==> config.mk <==
export PLATFORM = sky130hd
export DESIGN_NAME = reaction_round_ctrl_flat
export DESIGN_NICKNAME = d
export VERILOG_FILES = /design/src/rtl/reaction_round_ctrl_pkg.sv /design/src/rtl/reaction_round_ctrl_if.sv /design/src/rtl/reaction_round_ctrl_delay_cnt.sv /design/src/rtl/reaction_round_ctrl.sv /design/src/flat_wrapper.sv
export SDC_FILE = /design/constraint.sdc
export NUM_CORES = 1
export LEC_CHECK = 0
export CAP_MARGIN = 20
export CORE_UTILIZATION = 35
export CTS_BUF_LIST = sky130_fd_sc_hd__clkbuf_8
export DETAILED_ROUTE_END_ITERATION = 7
export GPL_TIMING_DRIVEN = 0
export PLACE_DENSITY = 0.63
export SYNTH_ARGS = -nofsm -noshare
export SYNTH_HDL_FRONTEND = slang
export SYNTH_SLANG_ARGS = --single-unit
==> constraint.sdc <==
create_clock -name board_clk -period 3.2 [get_ports board_clk]
set_clock_uncertainty 0.15 [all_clocks]
set_input_delay 0.64 -clock board_clk [delete_from_list [all_inputs] [get_ports board_clk]]
set_output_delay 0.64 -clock board_clk [all_outputs]
set_load 0.005 [all_outputs]
==> src/rtl/reaction_round_ctrl_pkg.sv <==
// Shared types and constants for the reaction-timer round controller.
package rt_pkg;

  typedef enum logic [2:0] {
    IDLE,
    ARM,
    WAIT,
    TIMING,
    DONE
  } state_t;

  localparam logic [3:0]  BLANK_DIGIT         = 4'hF;
  localparam logic [11:0] BLANK3              = {3{BLANK_DIGIT}};
  localparam logic [9:0]  LED_OFF             = 10'h000;
  localparam logic [9:0]  LED_ALL             = 10'h3FF;
  localparam logic [9:0]  LED_DONE            = 10'h001;
  localparam logic [9:0]  LED_FAULT           = 10'h2AA;
  localparam logic [11:0] DEFAULT_TIMEOUT_BCD = 12'h999;
  localparam logic [11:0] BEST_RESET          = 12'h999;

endpackage

==> src/rtl/reaction_round_ctrl_if.sv <==
// Signal bundle between the round controller and its surroundings
// (debouncers, LFSR, BCD reaction counter, 7-seg decoders).
interface reaction_round_ctrl_if #(
  parameter int unsigned LFSR_W = 13
);
  logic              tick_1ms;
  logic              start;
  logic              clear_best;
  logic [LFSR_W-1:0] lfsr_val;
  logic [11:0]       score_bcd;
  logic [23:0]       gb_bcd;
  logic              hs_switch;
  logic              gb_switch;

  logic              timer_clr;
  logic              timer_en;
  logic [9:0]        LED;
  logic [23:0]       disp_bcd;
  logic              decimal_pt;
  logic [11:0]       best_bcd;
  logic              round_done;
  logic              timeout;

  modport master (
    output tick_1ms, start, clear_best, lfsr_val, score_bcd, gb_bcd,
           hs_switch, gb_switch,
    input  timer_clr, timer_en, LED, disp_bcd, decimal_pt, best_bcd,
           round_done, timeout
  );

  modport slave (
    input  tick_1ms, start, clear_best, lfsr_val, score_bcd, gb_bcd,
           hs_switch, gb_switch,
    output timer_clr, timer_en, LED, disp_bcd, decimal_pt, best_bcd,
           round_done, timeout
  );
endinterface

==> src/rtl/reaction_round_ctrl_delay_cnt.sv <==
// Pre-delay down-counter: loads the random delay, decrements on each 1 ms
// tick while running, and flags zero.
module reaction_delay_cnt #(
  parameter int unsigned W = 14
) (
  input  logic         clk,
  input  logic         rst_n,
  input  logic         load,
  input  logic [W-1:0] load_val,
  input  logic         run,
  input  logic         tick,
  output logic         zero
);

  logic [W-1:0] count;

  assign zero = (count == '0);

  // NOTE: sequential state uses non-blocking (<=) so every flop samples
  // pre-edge values regardless of block ordering.
  always_ff @(posedge clk or negedge rst_n) begin
    if (!rst_n) begin
      count <= '0;
    end else if (load) begin
      count <= load_val;
    end else if (run && tick && !zero) begin
      count <= count - 1'b1;
    end
  end

endmodule

==> src/rtl/reaction_round_ctrl.sv <==
// Reaction-timer round sequencer with best-score tracking and display select.
// Optional macro FALSE_START_EN: start during the pre-delay ends the round as a fault.
module reaction_round_ctrl
  import rt_pkg::*;
#(
  parameter int unsigned DELAY_MIN   = 1000,
  parameter int unsigned LFSR_W      = 13,
  parameter logic [11:0] TIMEOUT_BCD = DEFAULT_TIMEOUT_BCD
) (
  input  logic                board_clk,
  input  logic                reset,
  reaction_round_ctrl_if.slave bus
);

  localparam int unsigned        CNT_W       = LFSR_W + 1;
  localparam logic [CNT_W-1:0]   DELAY_MIN_C = CNT_W'(DELAY_MIN);

  state_t           state, next_state;
  logic             delay_zero;
  logic             false_start;
  logic             cap_result, cap_timeout, next_timeout;
  logic [11:0]      cap_value;
  logic [11:0]      result, best;
  logic [CNT_W-1:0] load_val;

  logic             timer_clr_q, timer_en_q, round_done_q, timeout_q, dp_q;
  logic [9:0]       led_q;
  logic [23:0]      disp_q;

  assign load_val = {1'b0, bus.lfsr_val} + DELAY_MIN_C;

`ifdef FALSE_START_EN
  assign false_start = bus.start;
`else
  assign false_start = 1'b0;
`endif

  reaction_delay_cnt #(.W(CNT_W)) u_delay (
    .clk      (board_clk),
    .rst_n    (reset),
    .load     (state == ARM),
    .load_val (load_val),
    .run      (state == WAIT),
    .tick     (bus.tick_1ms),
    .zero     (delay_zero)
  );

  always_ff @(posedge board_clk or negedge reset) begin
    if (!reset) state <= IDLE;
    else        state <= next_state;
  end

  // NOTE: every always_comb output gets a default first, so no path can
  // leave it unassigned and infer a latch.
  always_comb begin
    next_state  = state;
    cap_result  = 1'b0;
    cap_timeout = 1'b0;
    cap_value   = bus.score_bcd;
    case (state)
      IDLE:   if (bus.start) next_state = ARM;
      ARM:    next_state = WAIT;
      WAIT: begin
        if (false_start) begin
          next_state  = DONE;
          cap_result  = 1'b1;
          cap_timeout = 1'b1;
          cap_value   = TIMEOUT_BCD;
        end else if (delay_zero) begin
          next_state = TIMING;
        end
      end
      TIMING: begin
        // A press on the same cycle as the timeout count is a valid response.
        if (bus.start) begin
          next_state = DONE;
          cap_result = 1'b1;
        end else if (bus.score_bcd == TIMEOUT_BCD) begin
          next_state  = DONE;
          cap_result  = 1'b1;
          cap_timeout = 1'b1;
        end
      end
      DONE:   if (bus.start) next_state = ARM;
      default: next_state = IDLE;
    endcase

    if (cap_result)              next_timeout = cap_timeout;
    else if (next_state == DONE) next_timeout = timeout_q;
    else                         next_timeout = 1'b0;
  end

  always_ff @(posedge board_clk or negedge reset) begin
    if (!reset) begin
      timer_clr_q  <= 1'b0;
      timer_en_q   <= 1'b0;
      round_done_q <= 1'b0;
      timeout_q    <= 1'b0;
      led_q        <= LED_OFF;
      result       <= '0;
      best         <= BEST_RESET;
      disp_q       <= {BLANK3, 12'h000};
      dp_q         <= 1'b0;
    end else begin
      timer_clr_q  <= (next_state == ARM);
      timer_en_q   <= (next_state == TIMING);
      round_done_q <= cap_result;
      timeout_q    <= next_timeout;

      case (next_state)
        TIMING:  led_q <= LED_ALL;
        DONE:    led_q <= next_timeout ? LED_FAULT : LED_DONE;
        default: led_q <= LED_OFF;
      endcase

      if (cap_result) result <= cap_value;

      // BCD digits order the same as binary, so a plain compare finds the lower score.
      if (bus.clear_best)
        best <= BEST_RESET;
      else if (cap_result && !cap_timeout && (cap_value < best))
        best <= cap_value;

      if (bus.hs_switch) begin
        disp_q <= {BLANK3, best};
        dp_q   <= 1'b0;
      end else if (bus.gb_switch) begin
        disp_q <= bus.gb_bcd;
        dp_q   <= 1'b1;
      end else begin
        disp_q <= {BLANK3, (state == TIMING) ? bus.score_bcd : result};
        dp_q   <= 1'b0;
      end
    end
  end

  assign bus.timer_clr  = timer_clr_q;
  assign bus.timer_en   = timer_en_q;
  assign bus.round_done = round_done_q;
  assign bus.timeout    = timeout_q;
  assign bus.LED        = led_q;
  assign bus.best_bcd   = best;
  assign bus.disp_bcd   = disp_q;
  assign bus.decimal_pt = dp_q;

endmodule

==> src/flat_wrapper.sv <==
// flat-port wrapper written by rule: the top's interface ports become plain ports
module reaction_round_ctrl_flat import rt_pkg::*;
#(
  parameter int unsigned DELAY_MIN   = 1000,
  parameter int unsigned LFSR_W      = 13,
  parameter logic [11:0] TIMEOUT_BCD = DEFAULT_TIMEOUT_BCD
)
  (board_clk, reset, bus_tick_1ms, bus_start, bus_clear_best, bus_lfsr_val, bus_score_bcd, bus_gb_bcd, bus_hs_switch, bus_gb_switch, bus_timer_clr, bus_timer_en, bus_LED, bus_disp_bcd, bus_decimal_pt, bus_best_bcd, bus_round_done, bus_timeout);
  reaction_round_ctrl_if #(.LFSR_W(LFSR_W)) bus_i ();
  input  logic board_clk;
  input  logic reset;
  input wire logic [$bits(bus_i.tick_1ms)-1:0] bus_tick_1ms;
  input wire logic [$bits(bus_i.start)-1:0] bus_start;
  input wire logic [$bits(bus_i.clear_best)-1:0] bus_clear_best;
  input wire logic [$bits(bus_i.lfsr_val)-1:0] bus_lfsr_val;
  input wire logic [$bits(bus_i.score_bcd)-1:0] bus_score_bcd;
  input wire logic [$bits(bus_i.gb_bcd)-1:0] bus_gb_bcd;
  input wire logic [$bits(bus_i.hs_switch)-1:0] bus_hs_switch;
  input wire logic [$bits(bus_i.gb_switch)-1:0] bus_gb_switch;
  output wire logic [$bits(bus_i.timer_clr)-1:0] bus_timer_clr;
  output wire logic [$bits(bus_i.timer_en)-1:0] bus_timer_en;
  output wire logic [$bits(bus_i.LED)-1:0] bus_LED;
  output wire logic [$bits(bus_i.disp_bcd)-1:0] bus_disp_bcd;
  output wire logic [$bits(bus_i.decimal_pt)-1:0] bus_decimal_pt;
  output wire logic [$bits(bus_i.best_bcd)-1:0] bus_best_bcd;
  output wire logic [$bits(bus_i.round_done)-1:0] bus_round_done;
  output wire logic [$bits(bus_i.timeout)-1:0] bus_timeout;
  assign bus_i.tick_1ms = bus_tick_1ms;
  assign bus_i.start = bus_start;
  assign bus_i.clear_best = bus_clear_best;
  assign bus_i.lfsr_val = bus_lfsr_val;
  assign bus_i.score_bcd = bus_score_bcd;
  assign bus_i.gb_bcd = bus_gb_bcd;
  assign bus_i.hs_switch = bus_hs_switch;
  assign bus_i.gb_switch = bus_gb_switch;
  assign bus_timer_clr = bus_i.timer_clr;
  assign bus_timer_en = bus_i.timer_en;
  assign bus_LED = bus_i.LED;
  assign bus_disp_bcd = bus_i.disp_bcd;
  assign bus_decimal_pt = bus_i.decimal_pt;
  assign bus_best_bcd = bus_i.best_bcd;
  assign bus_round_done = bus_i.round_done;
  assign bus_timeout = bus_i.timeout;
  reaction_round_ctrl #(.DELAY_MIN(DELAY_MIN), .LFSR_W(LFSR_W), .TIMEOUT_BCD(TIMEOUT_BCD)) u_core (.board_clk(board_clk), .reset(reset), .bus(bus_i));
endmodule
==> reports/results.txt, run 1 <==
P&R area growth vs syn - 37.1%
Setup TNS - 0 ns
Die area - 11600 um^2
Root buf cell - clkbuf_8
NumNets Final - 591
Sequential-to-total area share from yosys stat - 47.3%
CP Launch Point - bus_score_bcd[11]
Ports - 107
Worst setup SP type - primary input
DR vias/cell - 4.93
Worst vdd rail ir drop - 0.315 mV
PortBufs - 105
Avg Inst Size Synth - 9.66 um^2
FMAX - 0.348 GHz
Worst skew pair latency - 0.36 ns
Pins Over Slew Limit - 0
Final ANT Viol Nets - 0
Row count - 38
DIE HEIGHT - 108 um
Die width - 108 um
Max-slew headroom - 49.5%
Global Route Usage Sum - 19.1%
Main synth FF type - dfrtp_1
Most frequent cells after synthesis - dfrtp_1, nand2_1, a21oi_1
ANT cells - 0
Core ar. - 10900 um^2
Synth Warn # - 0
Arrival time worst endpoint - 2.97 ns
Area leader, netlist - dfrtp_1
Hpwl dp - 7.65 mm
Layout cell share with drive strength beyond 1 - 13.1%
CTS tree - built
Worst reg2reg startpoint - u_core.bus.best_bcd[11]$_DFFE_PN1P_
Max-Cap Viols - 0
Post-CTS Setup Bufs - 0
Crit end category - register
CP Data Required Time - 3.30 ns
Vias in the first global route - 3358
Worst Max-Slew Pin Slew - 0.750 ns
Largest cells by area after synthesis - dfrtp_1, dfstp_2, nand2_1, a21oi_1, nand2b_1
GP Congestion - 0.772
CP max-delay cell - clkdlybuf4s50_1
DRC Markers - 0
Final instance area - 5360 um^2
H-tree levels - 3
Yosys top cell area share - 35.2%
Worst-path clk slew - 0.08 ns
First-pass GRT wire length - 16.8 mm
TritonCTS Buffers - 9
Bufs on Longest Clock Path - 2
Unrepaired setup endpoints after global routing - false
Pwr/cell area - 604 nW/um^2
WL per Instance - 15.4 um
Post-CTS resize count - 0
Pin count of the biggest net entering global routing - 48
Worst stage delay on the critical path - 0.57 ns
CP Cell Sequence - clkdlybuf4s50_1 > nor4bb_1 > and3_1 > nor2_1 > nor2_1 > buf_2 > mux2_2
Hold_buf cts - 0
Async set-reset flop share out of synthesis - 100%
Crit-path max FO - 10
Initial Util - 35.9%
Cell mode on critical path - nor2_1
Leak pwr - 2.21 nW
Period minus WS final - 2.88 ns
Synthesized Nets - 474
Hold/Removal Path Class - primary input to async pin
#FFs+latches synth - 73
Post-Layout Cell Count - 667
TritonRoute pass-1 iters - 6
Cell Area, Synth - 3910 um^2
GRT Residual Overflow - 0
Final Hold Vio Count - 0
Tcrit/Tclk final - 89.9%
Mapped Cells - 405
Cells after DPL - 651
Post-place instance area - 5160 um^2
CP Class - primary input to register
Initial antenna violation count - 0
Setup Viol. Count Final - 0
Synth cell types - 56
Status - finished, final reports clean
Clock Sinks - 73
Routed WL - 10.3 mm
DR iter-0 viols - 129
Vias after detailed routing - 3287
Number of synthesized flops with an enable pin - 0
Final hold slack - 0.0466 ns
==> routing by layer <==
metal | routed length [um] | track usage, % | up-vias
met2 | 5090 | 32.0 | 73
li1 | - | - | 1611
met4 | 172 | 6.46 | 0
met3 | 414 | 4.48 | 15
met5 | 0 | 0 | -
met1 | 4590 | 24.0 | 1588
==> sequential cells by signal (all words and copies together) (netlist names) <==
name / flops
u_core.result: 12
u_core.bus.timer_en: 1
u_core.bus.disp_bcd: 24
u_core.state: 3
u_core.bus.timer_clr: 1
u_core.u_delay.count: 14
u_core.bus.timeout: 1
u_core.bus.LED: 3
u_core.bus.best_bcd: 12
u_core.bus.decimal_pt: 1
u_core.bus.round_done: 1
==> path summary, 6_finish.rpt <==
check	endpoint	slack (ns)	depth (start not counted)
setup / recovery	u_core.result[10]$_DFFE_PN0P_	0.32	7
min in group board_clk	u_core.bus.LED[0]$_DFF_PN0_	0.36	1
hold reg to reg	u_core.bus.LED[0]$_DFF_PN0_	0.36	1
hold / removal	u_core.bus.LED[7]$_DFF_PN0_	0.05	1
setup reg to reg	u_core.bus.best_bcd[7]$_DFFE_PN1P_	0.60	7
max in group asynchronous	u_core.bus.disp_bcd[12]$_DFF_PN1_	2.22	2
==> worst max-delay path, delay by kind of cell <==
kind                   cells  cell delay, ns
muxes                      1            0.37
and+or+nand+nor            4            1.06
buffers and inverters      2            0.89
==> final cells by class <==
class | count | area [um^2]
repair buffers | 106 | 1080
flip-flops and latches | 73 | 1850
well taps | 140 | 175
plain buffers | 29 | 150
fillers | 1049 | 5520
clock inverters | 5 | 48.8
inverters | 15 | 56.3
multi-input cells | 288 | 1860
clock buffers | 11 | 151
==> where the power goes <==
part	switching (mW)	internal, mW	total (mW)
combinational	0.555	0.600	1.16
sequential	0.173	1.17	1.34
clock	0.348	0.395	0.743
==> cells in the final DEF, fill, tap and decap left out, types with 6 or more instances in the layout <==
cell type        instances
dfstp_2                 18
xor2_1                   6
clkdlybuf4s50_1        104
clkbuf_1                17
mux2i_1                 13
buf_4                    9
dfrtp_1                 55
a21oi_1                 36
ha_1                    13
o21ai_0                 24
clkbuf_8                11
nand3_1                  6
mux2_2                  12
nand2b_1                27
xnor2_1                  8
nand2_1                 55
nor2_1                  29
inv_1                   18
nor3_1                   6
==> kinds of logic (layout without fill, tap and decap cells) <==
| family | Yosys count | count (layout) | share of synthesized area [%] |
|---|---|---|---|
| flops | 73 | 73 | 47.3 |
| buf+inv | 44 | 166 | 5.28 |
| compound gates | 81 | 81 | 12.4 |
| xor+xnor | 14 | 14 | 3.13 |
| simple gates | 155 | 155 | 20.9 |
| fa+ha+maj | 13 | 13 | 4.16 |
| mux | 25 | 25 | 6.78 |
==> per-stage QoR <==
stage	total power [mW]	setup WS (ns)	util [%]
2_1_floorplan	2.05	0.840	-
3_3_place_gp	2.47	-1.31	47.2
3_5_place_dp	2.51	-0.0826	47.4
4_1_cts	3.27	0.326	49.3
5_1_grt	3.48	0.171	49.3
6_report	3.24	0.324	49.3
(Power assumes the default switching activity.)
==> run 2, diff against run 1 <==
--- a/config.mk
+++ b/config.mk
@@ -5,12 +5,12 @@
 export SDC_FILE = /design/constraint.sdc
 export NUM_CORES = 1
 export LEC_CHECK = 0
-export CAP_MARGIN = 20
 export CORE_UTILIZATION = 35
 export CTS_BUF_LIST = sky130_fd_sc_hd__clkbuf_8
 export DETAILED_ROUTE_END_ITERATION = 7
 export GPL_TIMING_DRIVEN = 0
 export PLACE_DENSITY = 0.63
+export SKIP_CTS_REPAIR_TIMING = 1
 export SYNTH_ARGS = -nofsm -noshare
 export SYNTH_HDL_FRONTEND = slang
 export SYNTH_SLANG_ARGS = --single-unit
==> constraint.sdc (replaced) <==
create_clock -name board_clk -period 3.2 [get_ports board_clk]
set_clock_uncertainty 0.15 [all_clocks]
set_input_delay 0.32 -clock board_clk [delete_from_list [all_inputs] [get_ports board_clk]]
set_output_delay 0.32 -clock board_clk [all_outputs]
set_load 0.005 [all_outputs]
==> run 2 against run 1 <==
  * Fmax up 10%
  * Non-clock buffer count is 1 higher
  * Critical path depth is the same
  * First-iteration DRC count grew 3.9%
  * Largest power group unchanged
  * Die area did not move
  * Final area up 0.19%
  * Worst setup slack better by 0.27 ns
  * Clock power is essentially flat
==> reports/results.txt, run 2 (synthesis results as in run 1) <==
Max-slew headroom - 49.5%
Initial antenna violation count - 0
Total power - 3.24 mW
GRT Residual Overflow - 0
H-tree levels - 3
FMAX - 0.384 GHz
DRC Markers - 0
WL per Instance - 15.4 um
DR iter-0 viols - 134
Leading cell type in the layout, fill and taps excluded - clkdlybuf4s50_1
Worst Max-Slew Pin Slew - 0.750 ns
Final Util - 49.4%
Max reg flops - 24
Pwr/cell area - 603 nW/um^2
Root buf cell - clkbuf_8
Worst-path clk slew - 0.08 ns
Pins Over Slew Limit - 0
Row count - 38
Crit end category - register
Final ANT Viol Nets - 0
NumNets Final - 592
Fillers - 1050
Hpwl dp - 7.65 mm
Final hold slack - 0.268 ns
Ports - 107
Leak pwr - 2.22 nW
Status - finished, final reports clean
Die area - 11600 um^2
GRT busiest layer - met2
DR vias/cell - 4.92
Period minus WS final - 2.60 ns
Initial Util - 35.9%
Worst skew pair latency - 0.36 ns
Vias after detailed routing - 3284
CTS tree - built
Vias in the first global route - 3358
GRT met3 Usage - 4.48%
ANT cells - 0
Hold/Removal Path Class - primary input to async pin
PortBufs - 105
Die width - 108 um
Layout cell share with drive strength beyond 1 - 13.1%
Setup ws final - 0.597 ns
R2r worst-path depth - 7
Tcrit/Tclk final - 81.3%
P&R area growth vs syn - 37.4%
CP Data Required Time - 3.34 ns
CP Class - register to register
Crit-path max FO - 10
Grt met2 use - 32.0%
Global Route Usage Sum - 19.1%
Met1 Track Usage GR - 24.0%
Setup Viol. Count Final - 0
Worst setup SP type - register
Pin count of the biggest net entering global routing - 48
Pre-CTS setup slack - 0.237 ns
Post-Layout Cell Count - 668
Core ar. - 10900 um^2
Commonest cells after routing, fill and taps aside - clkdlybuf4s50_1, nand2_1, dfrtp_1, a21oi_1, nor2_1
Cells after DPL - 651
Routed WL - 10.3 mm
Clock Sinks - 73
Unrepaired setup endpoints after global routing - false
Worst vdd rail ir drop - 0.315 mV
Final Hold Vio Count - 0
TritonRoute pass-1 iters - 7
Max-Cap Viols - 0
DIE HEIGHT - 108 um
Bufs on Longest Clock Path - 2
First-pass GRT wire length - 16.8 mm
GP Congestion - 0.772
Arrival time worst endpoint - 2.74 ns
TritonCTS Buffers - 9
==> run 2: cell count changes in the layout (fill, tap and decap cells not counted), sizes merged <==
cell | before | now
dlygate4sd3 | 0 | 1
==> run 2: critical path: stages (launching register included) <==
cell and delay, ns:
dfstp_2 0.57, inv_1 0.05, ha_1 0.31, a2111oi_0 0.41
o21ai_1 0.15, a311oi_2 0.38, buf_4 0.30, mux2i_1 0.22
==> run 2: where the power goes <==
group / switching (mW) / total (mW) / internal (mW)
logic: 0.556 / 1.16 / 0.601
registers: 0.174 / 1.34 / 1.17
clock network: 0.349 / 0.744 / 0.395
total: 1.08 / 3.24 / 2.16
==> run 2: metrics by stage <==
step	TNS (ns)	area, um^2
global placement	-56.13	5140
floorplan	0	3910
global route	0	5370
detailed placement	0	5160
CTS	0	5360
finish	0	5370
==> run 2: per-layer routing <==
metal	routed length [um]	part of all wire, %
met3	428	4.2
met1	4630	45
met4	172	1.7
met5	0	0
met2	5050	49
==> run 2: final timing paths <==
path / from / endpoint / slack [ns]
min in group board_clk: bus_gb_switch / u_core.bus.disp_bcd[13]$_DFF_PN1_ / 0.28
max in group asynchronous: reset / u_core.bus.disp_bcd[12]$_DFF_PN1_ / 2.00
min reg2reg: u_core.bus.timeout$_DFF_PN0_ / u_core.bus.LED[0]$_DFF_PN0_ / 0.36
max reg2reg: u_core.bus.best_bcd[11]$_DFFE_PN1P_ / u_core.bus.best_bcd[7]$_DFFE_PN1P_ / 0.60
max: u_core.bus.best_bcd[11]$_DFFE_PN1P_ / u_core.bus.best_bcd[7]$_DFFE_PN1P_ / 0.60
min: reset / u_core.bus.LED[7]$_DFF_PN0_ / 0.27
==> run 2: area by class of cell <==
type                            instances  area (um^2)  area share (%)
Clock inverter                          5         48.8           0.908
Sequential cell                        73         1850            34.4
Inverter                               15         56.3            1.05
Buffer                                 29          150            2.79
Multi-Input combinational cell        288         1860            34.6
Tap cell                              140          175            3.26
Timing Repair Buffer                  107         1090            20.2
Clock buffer                           11          151            2.82
==> run 3, diff against run 2 <==
==> constraint.sdc (replaced) <==
create_clock -name board_clk -period 2.5 [get_ports board_clk]
set_clock_uncertainty 0.15 [all_clocks]
set_input_delay 0.25 -clock board_clk [delete_from_list [all_inputs] [get_ports board_clk]]
set_output_delay 0.25 -clock board_clk [all_outputs]
set_load 0.005 [all_outputs]
==> run 3 against run 2 <==
  * Final area rose by 1.2%
  * Sequential share of layout area down 0.41 points
  * Clock-buffer cell count unchanged
  * Largest cell class unchanged
  * Largest power group unchanged
==> reports/results.txt, run 3 (synthesis results as in run 1) <==
Initial antenna violation count - 0
Total power - 4.19 mW
Hold/Removal Path Class - primary input to async pin
Pwr/cell area - 771 nW/um^2
R2r worst-path depth - 8
Final ANT Viol Nets - 0
Leading cell type in the layout, fill and taps excluded - clkdlybuf4s50_1
Crit end category - register
Commonest cells after routing, fill and taps aside - clkdlybuf4s50_1, nand2_1, dfrtp_1, a21oi_1, nor2_1
Max-Cap Viols - 0
FMAX - 0.422 GHz
Bufs on Longest Clock Path - 2
DIE HEIGHT - 108 um
Routed WL - 10.6 mm
Fillers - 1040
CP max-delay cell - or3b_2
P&R area growth vs syn - 39.0%
WL per Instance - 15.7 um
Max reg flops - 24
Cell family with most CP delay - simple AND/OR/NAND/NOR gates
Initial Util - 35.9%
Global Route Usage Sum - 19.1%
Worst stage delay on the critical path - 0.58 ns
CP Class - register to register
Status - finished, final reports clean
Worst Max-Slew Pin Slew - 0.807 ns
Setup Viol. Count Final - 0
Die area - 11600 um^2
Switching power - 1.41 mW
Core ar. - 10900 um^2
Layout cell share with drive strength beyond 1 - 14.4%
First-pass GRT wire length - 16.8 mm
Clock Sinks - 73
Register area - 1850 um^2
NumNets Final - 597
Worst vdd rail ir drop - 0.404 mV
ANT cells - 0
Combinational power share - 36.2%
Multi-input gate area in the final layout - 1870 um^2
Arrival time worst endpoint - 2.44 ns
Seq pwr share - 41.0%
Sw frac - 33.6%
Vias after detailed routing - 3348
Int Pwr - 2.78 mW
Worst skew pair latency - 0.36 ns
Row count - 38
Die width - 108 um
H-tree levels - 3
Period minus WS final - 2.37 ns
GP Congestion - 0.772
Tcrit/Tclk final - 94.8%
DR vias/cell - 4.97
Max-slew headroom - 45.7%
Clock share of power - 22.8%
R2r setup slk - 0.13 ns
Worst path bufs/invs - 2
Root buf cell - clkbuf_8
DR iter-0 viols - 152
Worst reg2reg startpoint - u_core.u_delay.count[0]$_DFFE_PN0P_
R2r endpoint - u_core.u_delay.count[7]$_DFFE_PN0P_
Leak pwr - 2.25 nW
Final Util - 50.0%
Vias in the first global route - 3358
DRC Markers - 0
Pins Over Slew Limit - 0
Crit-path max FO - 6
TritonRoute pass-1 iters - 4
Hpwl dp - 7.65 mm
CP Cell Sequence - inv_1 > ha_1 > or3b_2 > nor4_4 > buf_4 > nor3b_1 > xnor2_1 > a21oi_1
Worst setup SP type - register
GRT Residual Overflow - 0
TritonCTS Buffers - 9
CTS tree - built
Final Hold Vio Count - 0
CP Data Required Time - 2.57 ns
Pin count of the biggest net entering global routing - 48
Ports - 107
Worst-path clk slew - 0.08 ns
PortBufs - 105
-- run 3: worst max path at each step --
| stage | startpoint | endpoint | slack, ns | cells past startpoint |
|---|---|---|---|---|
| 2_1_floorplan | u_core.bus.best_bcd[11]$_DFFE_PN1P_ | u_core.bus.best_bcd[11]$_DFFE_PN1P_ | 0.19 | 7 |
| 4_1_cts | u_core.bus.best_bcd[11]$_DFFE_PN1P_ | u_core.bus.best_bcd[7]$_DFFE_PN1P_ | -0.11 | 7 |
| 3_3_place_gp | reset | u_core.bus.decimal_pt$_DFF_PN0_ | -1.62 | 1 |
| 6_report | u_core.u_delay.count[0]$_DFFE_PN0P_ | u_core.u_delay.count[7]$_DFFE_PN0P_ | 0.13 | 8 |
| 5_1_grt | u_core.bus.best_bcd[11]$_DFFE_PN1P_ | u_core.bus.best_bcd[11]$_DFFE_PN1P_ | -0.01 | 8 |
| 3_5_place_dp | bus_score_bcd[11] | u_core.result[6]$_DFFE_PN0P_ | -0.39 | 7 |
-- run 3: power groups by stage --
stage / Combinational (mW) / Sequential, mW / Clock [mW]
floorplan: 0.935 / 1.69 / 0
global placement: 1.45 / 1.72 / 0
detailed placement: 1.49 / 1.73 / 0
CTS: 1.49 / 1.72 / 0.979
global route: 1.69 / 1.76 / 1.03
finish: 1.52 / 1.72 / 0.955
-- run 3: area by class of cell --
| class | count | area share, % |
|---|---|---|
| Inverter | 15 | 1.04 |
| Clock inverter | 5 | 0.897 |
| Multi-Input combinational cell | 288 | 34.5 |
| Buffer | 28 | 2.81 |
| Clock buffer | 11 | 2.78 |
| Tap cell | 140 | 3.22 |
| Sequential cell | 73 | 34.0 |
| Timing Repair Buffer | 113 | 20.8 |
-- run 3: per-layer routing --
layer  part of all wire (%)  track usage, %  up-vias
met5                      0               0        -
li1                       -               -     1621
met3                    4.4            4.48       17
met4                    1.7            6.46        0
met2                     50            32.0       88
met1                     44            24.0     1622
-- run 3: metrics by stage --
| stage | TNS (ns) | instance area (um^2) | cells | hold slack (ns) | setup slack (ns) |
|---|---|---|---|---|---|
| final | 0 | 5440 | 673 | 0.201 | 0.129 |
| after detailed placement | -6.73 | 5160 | 651 | 0.0530 | -0.393 |
| after global routing | -0.0205 | 5440 | 673 | 0.234 | -0.0145 |
| after global placement | -107.96 | 5140 | 650 | 0.342 | -1.62 |
| after CTS | -0.932 | 5360 | 667 | -0.340 | -0.111 |
| after floorplan | 0 | 3910 | 405 | -0.196 | 0.186 |
